**src/rtl/pla_pkg.sv**
```systemverilog
// Shared constants for the piecewise-linear activation unit: cfg table select codes,
// softplus reset defaults and the output saturation helper.
package pla_pkg;

    localparam logic [1:0] CFG_SLOPE = 2'd0;
    localparam logic [1:0] CFG_ICPT  = 2'd1;
    localparam logic [1:0] CFG_BP    = 2'd2;
    localparam logic [1:0] CFG_FLOOR = 2'd3;

    localparam int DEF_SLOPE [4] = '{4, 55, 201, 252};
    localparam int DEF_ICPT  [4] = '{24, 177, 177, 24};
    localparam int DEF_BP    [5] = '{-1536, -768, 0, 768, 1536};
    localparam int DEF_FLOOR     = 0;

    // Widest supported sample width; the saturate helper works at this size.
    localparam int PLA_MAXW = 32;

    function automatic int def_slope(input int k);
        case (k)
            0:       return DEF_SLOPE[0];
            1:       return DEF_SLOPE[1];
            2:       return DEF_SLOPE[2];
            3:       return DEF_SLOPE[3];
            default: return 0;
        endcase
    endfunction

    function automatic int def_icpt(input int k);
        case (k)
            0:       return DEF_ICPT[0];
            1:       return DEF_ICPT[1];
            2:       return DEF_ICPT[2];
            3:       return DEF_ICPT[3];
            default: return 0;
        endcase
    endfunction

    function automatic int def_bp(input int k);
        case (k)
            0:       return DEF_BP[0];
            1:       return DEF_BP[1];
            2:       return DEF_BP[2];
            3:       return DEF_BP[3];
            4:       return DEF_BP[4];
            default: return 0;
        endcase
    endfunction

    // Clamp a (2*w+1)-bit result, sign-extended to 2*PLA_MAXW+1 bits, into w bits.
    function automatic logic signed [PLA_MAXW-1:0] saturate(
        input logic signed [2*PLA_MAXW:0] r,
        input int unsigned                w
    );
        logic signed [2*PLA_MAXW:0] hi;
        logic signed [2*PLA_MAXW:0] lo;
        hi = (65'sd1 <<< (w - 1)) - 65'sd1;
        lo = -(65'sd1 <<< (w - 1));
        if (r > hi)
            return hi[PLA_MAXW-1:0];
        else if (r < lo)
            return lo[PLA_MAXW-1:0];
        else
            return r[PLA_MAXW-1:0];
    endfunction

endpackage

```
**src/rtl/pla_act_unit_seg_select.sv**
```systemverilog
// Comparator bank: counts breakpoints strictly below x and maps the count to a
// segment index, or flags the floor region when no breakpoint is below x.
module pla_seg_select #(
    parameter int WIDTH  = 16,
    parameter int SLICES = 4,
    parameter int IW     = $clog2(SLICES)
) (
    input  logic signed [WIDTH-1:0]          x,
    input  logic        [(SLICES+1)*WIDTH-1:0] bp,
    output logic        [IW-1:0]             idx,
    output logic                             floor_hit
);

    int n;

    always_comb begin
        n = 0;
        for (int k = 0; k <= SLICES; k++) begin
            if ($signed(bp[k*WIDTH +: WIDTH]) < x)
                n = n + 1;
        end
        floor_hit = (n == 0);
        if (n == 0)
            idx = '0;
        else if (n - 1 > SLICES - 1)
            idx = IW'(SLICES - 1);
        else
            idx = IW'(n - 1);
    end

endmodule

```
**src/rtl/pla_act_unit.sv**
```systemverilog
// Piecewise-linear activation unit: 3-stage valid/ready pipeline with a writable
// coefficient table. Optional PLA_ROUND_EN selects round-half-up instead of truncation.
module pla_act_unit
    import pla_pkg::*;
#(
    parameter int WIDTH  = 16,
    parameter int FP     = 8,
    parameter int SLICES = 4,
    parameter int AW     = $clog2(SLICES+1)
) (
    input  logic                    clk,
    input  logic                    rst,
    input  logic                    in_valid,
    output logic                    in_ready,
    input  logic signed [WIDTH-1:0] in_data,
    output logic                    out_valid,
    input  logic                    out_ready,
    output logic signed [WIDTH-1:0] out_data,
    input  logic                    cfg_we,
    input  logic [1:0]              cfg_sel,
    input  logic [AW-1:0]           cfg_addr,
    input  logic signed [WIDTH-1:0] cfg_wdata
);

    localparam int IW = $clog2(SLICES);

    logic signed [WIDTH-1:0] slope_q [SLICES];
    logic signed [WIDTH-1:0] icpt_q  [SLICES];
    logic signed [WIDTH-1:0] bp_q    [SLICES+1];
    logic signed [WIDTH-1:0] floor_q;
    logic [(SLICES+1)*WIDTH-1:0] bp_flat;

    logic                    en;
    logic [IW-1:0]           seg_idx;
    logic                    seg_floor;
    logic signed [WIDTH-1:0] slope_s, icpt_s;

    logic                    v1, v2;
    logic signed [WIDTH-1:0] x1, slope1, icpt1, flv1, icpt2, flv2;
    logic                    flr1, flr2;
    logic signed [2*WIDTH-1:0] p2;

    logic signed [2*WIDTH:0]    pe, q3, r3;
    logic signed [2*PLA_MAXW:0] r_ext;
    logic signed [PLA_MAXW-1:0] sat_full;

    assign en       = !out_valid || out_ready;
    assign in_ready = en;

    // Table writes land regardless of pipeline stalls.
    always_ff @(posedge clk) begin
        if (rst) begin
            for (int k = 0; k < SLICES; k++) begin
                slope_q[k] <= WIDTH'(def_slope(k));
                icpt_q[k]  <= WIDTH'(def_icpt(k));
            end
            for (int k = 0; k <= SLICES; k++)
                bp_q[k] <= WIDTH'(def_bp(k));
            floor_q <= WIDTH'(DEF_FLOOR);
        end else if (cfg_we) begin
            case (cfg_sel)
                CFG_SLOPE:
                    for (int k = 0; k < SLICES; k++)
                        if (cfg_addr == AW'(k)) slope_q[k] <= cfg_wdata;
                CFG_ICPT:
                    for (int k = 0; k < SLICES; k++)
                        if (cfg_addr == AW'(k)) icpt_q[k] <= cfg_wdata;
                CFG_BP:
                    for (int k = 0; k <= SLICES; k++)
                        if (cfg_addr == AW'(k)) bp_q[k] <= cfg_wdata;
                default:
                    if (int'(cfg_addr) < SLICES) floor_q <= cfg_wdata;
            endcase
        end
    end

    always_comb begin
        bp_flat = '0;
        for (int k = 0; k <= SLICES; k++)
            bp_flat[k*WIDTH +: WIDTH] = bp_q[k];
    end

    pla_seg_select #(
        .WIDTH  (WIDTH),
        .SLICES (SLICES),
        .IW     (IW)
    ) u_seg (
        .x         (in_data),
        .bp        (bp_flat),
        .idx       (seg_idx),
        .floor_hit (seg_floor)
    );

    always_comb begin
        slope_s = '0;
        icpt_s  = '0;
        for (int k = 0; k < SLICES; k++) begin
            if (seg_idx == IW'(k)) begin
                slope_s = slope_q[k];
                icpt_s  = icpt_q[k];
            end
        end
    end

    // Shift, optional rounding bias, intercept add, all at 2*WIDTH+1 bits.
    always_comb begin
        pe = {p2[2*WIDTH-1], p2};
`ifdef PLA_ROUND_EN
        pe = pe + (2*WIDTH+1)'(2**(FP-1));
`endif
        q3       = pe >>> FP;
        r3       = q3 + {{(WIDTH+1){icpt2[WIDTH-1]}}, icpt2};
        r_ext    = r3;
        sat_full = saturate(r_ext, WIDTH);
    end

    always_ff @(posedge clk) begin
        if (rst) begin
            v1        <= 1'b0;
            v2        <= 1'b0;
            out_valid <= 1'b0;
            out_data  <= '0;
            x1        <= '0;
            slope1    <= '0;
            icpt1     <= '0;
            flr1      <= 1'b0;
            flv1      <= '0;
            p2        <= '0;
            icpt2     <= '0;
            flr2      <= 1'b0;
            flv2      <= '0;
        end else if (en) begin
            v1 <= in_valid;
            if (in_valid) begin
                x1     <= in_data;
                slope1 <= slope_s;
                icpt1  <= icpt_s;
                flr1   <= seg_floor;
                flv1   <= floor_q;
            end
            v2 <= v1;
            if (v1) begin
                p2    <= x1 * slope1;
                icpt2 <= icpt1;
                flr2  <= flr1;
                flv2  <= flv1;
            end
            out_valid <= v2;
            if (v2)
                out_data <= flr2 ? flv2 : sat_full[WIDTH-1:0];
        end
    end

endmodule
```
**config.mk**
```make
export PLATFORM = sky130hd
export DESIGN_NAME = pla_act_unit
export DESIGN_NICKNAME = d
export VERILOG_FILES = /design/src/rtl/pla_pkg.sv /design/src/rtl/pla_act_unit_seg_select.sv /design/src/rtl/pla_act_unit.sv
export SDC_FILE = /design/constraint.sdc
export NUM_CORES = 1
export LEC_CHECK = 0
export ABC_AREA = 1
export CAP_MARGIN = 30
export CORE_MARGIN = 4
export CORE_UTILIZATION = 44
export DETAILED_ROUTE_END_ITERATION = 10
export GPL_TIMING_DRIVEN = 0
export PLACE_DENSITY = 0.68
export SYNTH_ARGS = -nofsm -noshare
export SYNTH_HDL_FRONTEND = slang
export SYNTH_HIERARCHICAL = 1
export SYNTH_SLANG_ARGS = --single-unit
```
**constraint.sdc**
```tcl
create_clock -name clk -period 6.5 [get_ports clk]
set_clock_uncertainty 0.2 [all_clocks]
set_input_delay 0.975 -clock clk [delete_from_list [all_inputs] [get_ports clk]]
set_output_delay 0.975 -clock clk [all_outputs]
set_load 0.01 [all_outputs]
```
==> results of run 1 <==
[worst max-delay path, stage by stage (launching register included)]
cell and delay (ns):
dfxtp_4 0.42, buf_4 0.20, nand2_1 0.13, fa_1 0.58
inv_1 0.07, fa_2 0.69, inv_1 0.12, fa_1 0.54
inv_1 0.05, fa_1 0.47, fa_1 0.55, inv_1 0.05
fa_1 0.53, inv_1 0.04, ha_1 0.38, a21oi_1 0.33
o221ai_1 0.21, a21oi_1 0.20, nand2_1 0.07, nand2_1 0.06
nand3_1 0.10, nand2_1 0.09, inv_1 0.03
[layout by cell type (no fill, tap or decap), types with 8 or more instances in the layout]
| cell type | instances |
|---|---|
| a21oi_1 | 185 |
| o21ai_0 | 150 |
| clkbuf_8 | 9 |
| nand3_2 | 8 |
| nand2_1 | 660 |
| nand3_1 | 74 |
| dfxtp_4 | 15 |
| xnor2_1 | 18 |
| nand2_2 | 15 |
| ha_1 | 174 |
| clkbuf_4 | 8 |
| buf_6 | 8 |
| nand4_1 | 18 |
| inv_2 | 17 |
| clkbuf_1 | 74 |
| nor2_1 | 357 |
| o221ai_1 | 8 |
| a21oi_2 | 19 |
| clkinv_1 | 10 |
| fa_1 | 259 |
| a221oi_2 | 18 |
| edfxtp_1 | 208 |
| inv_1 | 691 |
| a221oi_4 | 10 |
| xor2_1 | 18 |
| clkbuf_2 | 9 |
| clkdlybuf4s50_1 | 49 |
| a21o_1 | 9 |
| clkbuf_16 | 40 |
| nor2_2 | 13 |
| nor3_1 | 10 |
| buf_4 | 31 |
| dfxtp_2 | 13 |
| dfxtp_1 | 129 |
[cell type report]
type,instances,area (sq um),area share
clock buffers,55,1100,0.0346
flip-flops and latches,365,9460,0.298
multi-input cells,2121,15900,0.500
plain buffers,117,676,0.0213
inverters,718,2700,0.0850
well taps,846,1060,0.0334
repair buffers,75,751,0.0237
clock inverters,13,133,0.00418
[worst min path at each step]
stage / startpoint / endpoint
5_1_grt: flv2[8] / flv2[8]
3_3_place_gp: flv2[5] / flv2[5]
4_1_cts: flv2[11] / flv2[11]
2_1_floorplan: flv2[0] / flv2[0]
3_5_place_dp: flv2[11] / flv2[11]
6_report: flv2[11] / flv2[11]
[metrics by stage]
| stage | instance area, sq um | instances | hold slack (ns) | util |
|---|---|---|---|---|
| final | 31700 | 4310 | 0.262 | 0.504 |
| after global routing | 31700 | 4310 | 0.285 | 0.504 |
| after CTS | 31100 | 4296 | 0.261 | 0.494 |
| after detailed placement | 29600 | 4253 | 0.252 | 0.470 |
| after global placement | 29600 | 4253 | 0.244 | 0.470 |
| after floorplan | 27900 | 3349 | 0.230 | - |
[flip-flops by register name (all words and copies together), names as in the netlist, 16 cells and up]
register	cells
floor_q	16
x1	16
icpt1	16
slope1	16
p2	24
out_data	16
icpt2	16
slope_q	64
flv2	16
flv1	16
bp_q	80
icpt_q	64
[cell families after synthesis]
kind of cell | synth area share
AO/OA/AOI/OAI | 0.0928
XOR/XNOR | 0.0122
AND/OR/NAND/NOR | 0.171
adder cells (fa/ha/maj) | 0.271
flip-flops | 0.336
other | 0.000134
buffers and inverters | 0.117
[timing repair]
item	in CTS	in global routing
pin swaps	3	16
buffers inserted	3	13
endpoints found under the hold margin	0	0
gates resized for setup	124	199
setup endpoints to repair	52	51
cloned	0	1
[where the power goes]
group | internal, W | switching (W)
Clock | 0.00126 | 0.000902
Combinational | 0.00377 | 0.00659
Sequential | 0.00271 | 0.000273
Total | 0.00774 | 0.00776
[metal layers]
metal | up-vias | track usage
met4 | 0 | 0.0639
met1 | 10548 | 0.302
li1 | 10566 | -
met3 | 110 | 0.0306
met5 | - | 0
met2 | 631 | 0.365
==> qor.csv, run 1 <==
stage,metric,value,unit
status,status,finished clean,
sta,finalSetupTns,0,ns
job,drv_cap,0,
worst_setup_path,r2r-start,slope1[5],
worst_setup_path,endpoint_kind,flip-flop,
clock_tree,cts_made_buffers,39,
synthesis,async_flop_share,0,
synthesis,synthTopCellsByCount,"inv_1, nand2_1, nor2_1, fa_1, edfxtp_1",
clock_tree,root_buffer,clkbuf_16,
die,fp.dieW,260,um
synthesis,yosysMostFrequentCell,inv_1,
sta,drv_slew,0,
synthesis,synth_ff_type,edfxtp_1,
clock_tree,clockBufferDepth,3,
die,die_area,67600,sq um
hold_path,hold_depth,2,
global_routing,antenna_found_initial,0,
synthesis,ys_top_cells_by_area,"edfxtp_1, fa_1, dfxtp_1, inv_1, nand2_1",
sta,fmaxAchievable,161,MHz
placed_design,routabilityCongestion,0.943,
sta,rsz0062_at_grt,true,
worst_setup_path,r2r_slack,0.28,ns
placed_design,post-place-ws,-1.38,ns
synthesis,ys_seq_area_frac,0.336,
worst_setup_path,start_kind,flip-flop,
die,initial_utilization,0.444,
synthesis,yosysWarnings,6,
placed_design,dp_hpwl,57.9,mm
synthesis,yosysTopAreaCellShare,0.224,
clock_tree,clkSinkCount,365,
die,die_h,260,um
route,top_layer,met4,
route,dr_wl_met3,4.56,mm
route,num_vias,21855,
clock_tree,path_clk_slew,0.06,ns
sta,period_share,0.957,
pwr,leakagePower,15.6,nW
placed_design,io_buffers,58,
global_routing,grt_pass1_wl,117,mm
cells_and_area,final_nets,3926,
sta,setup_viol,0,
sta,setup_ws,0.277,ns
route,vias_per_cell,5.07,
synthesis,synth_area,27900,sq um
sta,hold_violations,0,
die,io_pins,60,
pwr,powerDensity,489,nW/um^2
route,met1Wirelength,31.9,mm
cells_and_area,area_growth,13.6,%
route,remaining_drc_errors,0,
die,core,63000,sq um
sta,fin_crit,6.22,ns
sta,worst_slew_pin_slew,0.985,ns
synthesis,synth_edf_count,208,
synthesis,synth_top_area_cell,edfxtp_1,
clock_tree,cts_hold_buf,0,
worst_setup_path,critPathLaunch,slope1[5],
synthesis,synth_seq_cells,365,
worst_setup_path,crit_arrival,6.48,ns
worst_setup_path,ff2ff_path_depth,22,
route,firstDrtPassIters,7,
cells_and_area,antenna_cells,0,
sta,relSlewSlack,0.344,
route,wl,73.3,mm
global_routing,grt_use_total,0.220,
worst_setup_path,cp_data_required_time,6.76,ns
synthesis,postSynthCellCount,3349,
global_routing,grt_pass1_vias,21705,
route,wl_met2,34.9,mm
cells_and_area,drive_above_1_share,0.0886,
synthesis,synth.avg_cell_area,8.34,sq um
synthesis,synth_cell_types,51,
worst_setup_path,crit_path_end,p2[30],
route,ant_nets,0,
pwr,power.total,0.0155,W
global_routing,grt_max_degree,18,
clock_tree,cts_tree,done,
cells_and_area,nFillCells,5986,
worst_setup_path,cp_max_fo,10,
global_routing,grt.overflow.total,0,
hold_path,hold_path_class,flip-flop to flip-flop,
worst_setup_path,critPathKind,flip-flop to flip-flop,
route,wl_per_cell,17.0,um
route,drtIter0Drc,1610,
clock_tree,clk_latency,0.55,ns
worst_setup_path,r2r_end,p2[30],
die,std_cell_rows,92,
clock_tree,cts-htree-levels,2,
synthesis,syn_nets,3838,
pwr,vdd_ir_drop_max,0.485,mV
Power figures use the tool's default switching activity.
==> run 2: changes to the inputs <==
--- a/config.mk
+++ b/config.mk
@@ -10,8 +10,8 @@
 export CORE_MARGIN = 4
 export CORE_UTILIZATION = 44
 export DETAILED_ROUTE_END_ITERATION = 10
+export DONT_BUFFER_PORTS = 1
 export GPL_TIMING_DRIVEN = 0
-export PLACE_DENSITY = 0.68
 export SYNTH_ARGS = -nofsm -noshare
 export SYNTH_HDL_FRONTEND = slang
 export SYNTH_HIERARCHICAL = 1
==> qor.csv, run 2 (same netlist as run 1, synthesis figures left out) <==
stage,metric,value,unit,change
die,core,63000,sq um,unchanged
pwr,powerDensity,488,nW/um^2,was 489 nW/um^2
pwr,vdd_ir_drop_max,0.427,mV,was 0.485 mV
pwr,power.total,0.0151,W,was 0.0155 W
route,vias_per_cell,5.02,,was 5.07
job,drv_cap,0,,unchanged
worst_setup_path,ff2ff_path_depth,24,,was 22
sta,hold_violations,0,,unchanged
hold_path,worstHoldStart,flv2[5],,was flv2[11]
worst_setup_path,r2r_slack,0.16,ns,was 0.28 ns
cells_and_area,multi_input_area,15600,sq um,"was 15,900 sq um"
sta,relSlewSlack,0.353,,was 0.344
clock_tree,cts-htree-levels,2,,unchanged
sta,setup_viol,0,,unchanged
sta,finalSetupTns,0,ns,unchanged
placed_design,io_buffers,0,,was 58
clock_tree,cts_made_buffers,39,,unchanged
clock_tree,root_buffer,clkbuf_16,,unchanged
cells_and_area,regArea,9460,sq um,about the same
sta,worst_slew_pin_slew,0.971,ns,was 0.985 ns
status,status,finished clean,,unchanged
global_routing,grt_pass1_wl,118,mm,was 117 mm
worst_setup_path,r2r_end,p2[25],,was p2[30]
cells_and_area,area_growth,10.8,%,was 13.6%
cells_and_area,drive_above_1_share,0.0812,,was 0.0886
global_routing,grt_max_degree,18,,unchanged
route,firstDrtPassIters,6,,was 7
die,io_pins,60,,unchanged
global_routing,grt_use_total,0.223,,was 0.220
route,drtIter0Drc,1566,,"was 1,610"
clock_tree,cts_tree,done,,unchanged
cells_and_area,largest_registers,"bp_q x80, icpt_q x64, slope_q x64",,unchanged
worst_setup_path,cp_max_fo,10,,unchanged
route,wl_per_cell,17.5,um,was 17.0 um
sta,period_share,0.975,,was 0.957
die,initial_utilization,0.444,,unchanged
hold_path,hold_path_end,flv2[5],,was flv2[11]
worst_setup_path,start_kind,flip-flop,,unchanged
sta,rsz0062_at_grt,true,,unchanged
clock_tree,clk_latency,0.56,ns,was 0.55 ns
route,num_vias,21353,,was 21.9k
global_routing,grt_pass1_vias,21202,,was 21.7k
clock_tree,clkSinkCount,365,,unchanged
route,remaining_drc_errors,0,,unchanged
die,std_cell_rows,92,,unchanged
worst_setup_path,r2r-start,slope1[1],,was slope1[5]
cells_and_area,nFillCells,6137,,"was 5,986"
cells_and_area,final_cell_mix,"inv_1, nand2_1, nor2_1",,unchanged
sta,drv_slew,0,,unchanged
cells_and_area,final_cells,4257,,"was 4,310"
clock_tree,path_clk_slew,0.06,ns,about the same
cells_and_area,largest_reg_flops,80,,unchanged
hold_path,hold_path_class,flip-flop to flip-flop,,unchanged
die,fp.dieW,260,um,unchanged
hold_path,hold_depth,2,,unchanged
placed_design,dp_cells,4197,,"was 4,253"
clock_tree,clockBufferDepth,3,,unchanged
route,ant_nets,0,,unchanged
global_routing,grt.overflow.total,0,,unchanged
worst_setup_path,cp_data_required_time,6.76,ns,about the same
cells_and_area,regMostFlops,bp_q,,unchanged
worst_setup_path,crit_arrival,6.59,ns,was 6.48 ns
placed_design,dp_hpwl,59.4,mm,was 57.9 mm
die,die_area,67600,sq um,unchanged
worst_setup_path,critPathKind,flip-flop to flip-flop,,unchanged
clock_tree,cts_hold_buf,0,,unchanged
pwr,leakagePower,15.3,nW,was 15.6 nW
global_routing,antenna_found_initial,2,,was 0
worst_setup_path,endpoint_kind,flip-flop,,unchanged
placed_design,routabilityCongestion,0.921,,was 0.943
cells_and_area,final_nets,3869,,"was 3,926"
route,wl,74.6,mm,was 73.3 mm
sta,fin_crit,6.34,ns,was 6.22 ns
sta,fmaxAchievable,158,MHz,was 161 MHz
die,die_h,260,um,unchanged
cells_and_area,layout_commonest_cell,inv_1,,unchanged
==> run 2: changes by cell type in the layout (fill, tap and decap cells not counted), moves of 4 or more <==
cell	delta
inv_1	+11
clkdlybuf4s50_1	-49
a221oi_4	-10
a221oi_1	+4
ha_4	-4
dlymetal6s2s_1	-7
a221oi_2	+6
inv_2	-11
buf_2	+4
==> run 2: worst max-delay path: stages (launching register included) <==
cell and delay [ns]:
dfxtp_1 0.31, buf_2 0.24, clkbuf_4 0.28, nand2_1 0.09, fa_1 0.51, fa_1 0.45, fa_1 0.52, inv_1 0.05
fa_1 0.46, fa_1 0.56, inv_1 0.06, fa_1 0.56, inv_1 0.06, ha_1 0.39, nand2_2 0.17, inv_1 0.07
a21oi_2 0.21, o21ai_1 0.14, a21oi_1 0.14, nand2_1 0.12, a21oi_1 0.18, xor2_1 0.24, nand2_1 0.07, o211ai_1 0.09
inv_1 0.05
==> run 2: final cells by class <==
cell class,instances,area share
clock buffer,56,0.0369
buffer,117,0.0201
timing repair buffer,18,0.00558
clock inverter,15,0.00599
tap,846,0.0342
antenna,1,0.0000809
multi-input combinational,2121,0.504
inverter,718,0.0872
sequential,365,0.306
==> run 2: how the worst max path moves through the flow <==
| stage | startpoint | cells after the start | to | slack (ns) |
|---|---|---|---|---|
| 2_1_floorplan | x1[15] | 22 | p2[29] | 0.26 |
| 3_3_place_gp | slope1[9] | 23 | p2[31] | -0.75 |
| 3_5_place_dp | slope1[9] | 25 | p2[31] | -0.77 |
| 4_1_cts | slope1[15] | 22 | p2[31] | -0.02 |
| 5_1_grt | slope1[8] | 24 | p2[31] | -0.07 |
| 6_report | slope1[1] | 24 | p2[25] | 0.16 |
==> run 2: routing by layer <==
| layer | part of all wire | routed length, um | track usage | up-vias |
|---|---|---|---|---|
| li1 | - | - | - | 10455 |
| met1 | 0.44 | 33000 | 0.308 | 10213 |
| met2 | 0.47 | 35100 | 0.367 | 597 |
| met3 | 0.064 | 4750 | 0.0349 | 86 |
| met4 | 0.023 | 1720 | 0.0622 | 2 |
| met5 | 0.00017 | 13 | 0 | - |
==> run 2: power by group <==
part | switching, W | internal (W)
Combinational | 0.00638 | 0.00344
Clock | 0.000942 | 0.00135
Sequential | 0.000287 | 0.00271
Total | 0.00761 | 0.00750
==> run 2: what timing repair did <==
action                     4_1_cts  5_1_grt
cloned                           0        1
resized for setup               87      156
setup endpoints to repair       45       51
pin swaps                        0        5
buffers inserted                 0       15
==> run 2: through the flow <==
| stage | instance area, sq um | setup slack [ns] | hold WS (ns) | util |
|---|---|---|---|---|
| after global routing | 30900 | -0.0693 | 0.280 | 0.491 |
| after floorplan | 27900 | 0.256 | 0.230 | - |
| final | 30900 | 0.164 | 0.259 | 0.491 |
| after detailed placement | 29000 | -0.767 | 0.249 | 0.461 |
| after global placement | 29000 | -0.748 | 0.247 | 0.460 |
| after CTS | 30400 | -0.0173 | 0.260 | 0.483 |
==> run 3: changes to the inputs <==
--- a/config.mk
+++ b/config.mk
@@ -6,7 +6,7 @@
 export NUM_CORES = 1
 export LEC_CHECK = 0
 export ABC_AREA = 1
-export CAP_MARGIN = 30
+export CAP_MARGIN = 10
 export CORE_MARGIN = 4
 export CORE_UTILIZATION = 44
 export DETAILED_ROUTE_END_ITERATION = 10
==> qor.csv, run 3 (same netlist as run 1, synthesis figures left out) <==
stage,metric,value,unit,change
cells_and_area,layout_commonest_cell,inv_1,,unchanged
cells_and_area,largest_registers,"bp_q x80, icpt_q x64, slope_q x64",,unchanged
sta,setup_viol,0,,unchanged
die,core,63000,sq um,unchanged
cells_and_area,largest_reg_flops,80,,unchanged
cells_and_area,final_nets,3863,,"was 3,869"
cells_and_area,multi_input_area,15600,sq um,about the same
global_routing,antenna_found_initial,1,,was 2
sta,fin_crit,6.25,ns,was 6.34 ns
die,initial_utilization,0.444,,unchanged
clock_tree,cts_hold_buf,0,,unchanged
placed_design,dp_hpwl,59.4,mm,about the same
cells_and_area,regArea,9470,sq um,was 9460 sq um
worst_setup_path,r2r-start,slope1[1],,unchanged
worst_setup_path,endpoint_kind,flip-flop,,unchanged
route,num_vias,21175,,was 21.4k
job,drv_cap,0,,unchanged
hold_path,hold_path_class,flip-flop to flip-flop,,unchanged
worst_setup_path,critPathLaunch,slope1[1],,unchanged
status,status,finished clean,,unchanged
die,std_cell_rows,92,,unchanged
sta,drv_slew,0,,unchanged
clock_tree,clockBufferDepth,3,,unchanged
worst_setup_path,start_kind,flip-flop,,unchanged
clock_tree,cts_tree,done,,unchanged
sta,rsz0062_at_grt,true,,unchanged
clock_tree,cts-htree-levels,2,,unchanged
cells_and_area,drive_above_1_share,0.0782,,was 0.0812
placed_design,io_buffers,0,,unchanged
route,drtIter0Drc,1809,,"was 1,566"
clock_tree,clkSinkCount,365,,unchanged
sta,worst_slew_pin_slew,1.09,ns,was 0.971 ns
route,vias_per_cell,4.98,,was 5.02
die,die_area,67600,sq um,unchanged
route,remaining_drc_errors,0,,unchanged
cells_and_area,area_growth,10.5,%,was 10.8%
cells_and_area,nFillCells,6112,,"was 6,137"
clock_tree,clk_latency,0.56,ns,about the same
global_routing,grt_pass1_wl,118,mm,unchanged
sta,fmaxAchievable,160,MHz,was 158 MHz
clock_tree,cts_made_buffers,39,,unchanged
cells_and_area,final_cell_mix,"inv_1, nand2_1, nor2_1",,unchanged
worst_setup_path,cp_data_required_time,6.80,ns,was 6.76 ns
route,firstDrtPassIters,6,,unchanged
die,io_pins,60,,unchanged
pwr,leakagePower,15.3,nW,about the same
clock_tree,root_buffer,clkbuf_16,,unchanged
cells_and_area,regMostFlops,bp_q,,unchanged
placed_design,dp_cells,4196,,"was 4,197"
sta,period_share,0.961,,was 0.975
route,wl,74.0,mm,was 74.6 mm
global_routing,grt_pass1_vias,21172,,about the same
die,fp.dieW,260,um,unchanged
sta,hold_violations,0,,unchanged
cells_and_area,final_cells,4250,,"was 4,257"
hold_path,worstHoldStart,flv2[5],,unchanged
pwr,powerDensity,486,nW/um^2,was 488 nW/um^2
global_routing,grt_use_total,0.224,,was 0.223
route,wl_per_cell,17.4,um,was 17.5 um
placed_design,routabilityCongestion,0.921,,unchanged
sta,finalSetupTns,0,ns,unchanged
pwr,vdd_ir_drop_max,0.432,mV,was 0.427 mV
worst_setup_path,cp_max_fo,10,,unchanged
clock_tree,path_clk_slew,0.06,ns,about the same
worst_setup_path,critPathKind,flip-flop to flip-flop,,unchanged
global_routing,grt_max_degree,18,,unchanged
sta,relSlewSlack,0.275,,was 0.353
route,ant_nets,0,,unchanged
die,die_h,260,um,unchanged
worst_setup_path,crit_arrival,6.55,ns,was 6.59 ns
global_routing,grt.overflow.total,0,,unchanged
## run 3: metal layers
metal,wire [um],GRT usage
met4,2240,0.0661
met3,4260,0.0346
met1,33100,0.310
met2,34400,0.365
met5,0,0
## run 3: area by class of cell
class	count	share of cell area
clock buffer	53	0.0367
timing repair buffer	12	0.00316
sequential	365	0.307
clock inverter	17	0.00620
multi-input combinational	2121	0.505
tap	846	0.0343
buffer	117	0.0202
antenna	1	0.0000811
inverter	718	0.0875
## run 3: where the power goes
| group | leakage, nW | internal, W | total [W] | switching [W] |
|---|---|---|---|---|
| combinational | 11.3 | 0.00341 | 0.00971 | 0.00630 |
| sequential | 3.31 | 0.00271 | 0.00300 | 0.000288 |
| clock | 0.654 | 0.00135 | 0.00228 | 0.000929 |
| total | 15.3 | 0.00748 | 0.0150 | 0.00752 |
## run 3: what timing repair did
action | 4_1_cts | 5_1_grt
endpoints found under the setup margin | 45 | 47
gates resized for setup | 87 | 163
pin swaps | 1 | 4
buffers inserted | 4 | 7
## run 3: per-stage QoR
step                       util  hold slack [ns]  power, W  setup WS, ns  instance area [sq um]
after floorplan               -            0.230   0.00924         0.256                  27900
after global placement    0.460            0.247    0.0120        -0.748                  29000
after detailed placement  0.461            0.250    0.0121        -0.748                  29000
after CTS                 0.483            0.261    0.0145       0.00562                  30400
after global routing      0.490            0.279    0.0165       -0.0329                  30900
final                     0.490            0.260    0.0150         0.254                  30900
## run 3: final timing paths
check / slack (ns) / endpoint / cells past startpoint
worst max-delay path: 0.25 / p2[15] / 23
worst min-delay path: 0.26 / flv2[5] / 2
worst max register to register: 0.25 / p2[15] / 23
worst min register to register: 0.26 / flv2[5] / 2
## run 3: worst max-delay path: stages (launching register included)
cell and delay [ns]:
dfxtp_1 0.31, buf_2 0.24, buf_4 0.23, nand2_1 0.09, fa_1 0.50, fa_1 0.45
fa_1 0.51, inv_1 0.05, fa_1 0.49, fa_1 0.56, inv_1 0.07, fa_1 0.55
inv_1 0.06, ha_2 0.40, inv_1 0.08, o21bai_2 0.19, a31oi_1 0.07, o21ai_1 0.16
a21o_1 0.20, inv_1 0.09, o21bai_1 0.20, xor2_1 0.29, o21ai_0 0.12, inv_1 0.06
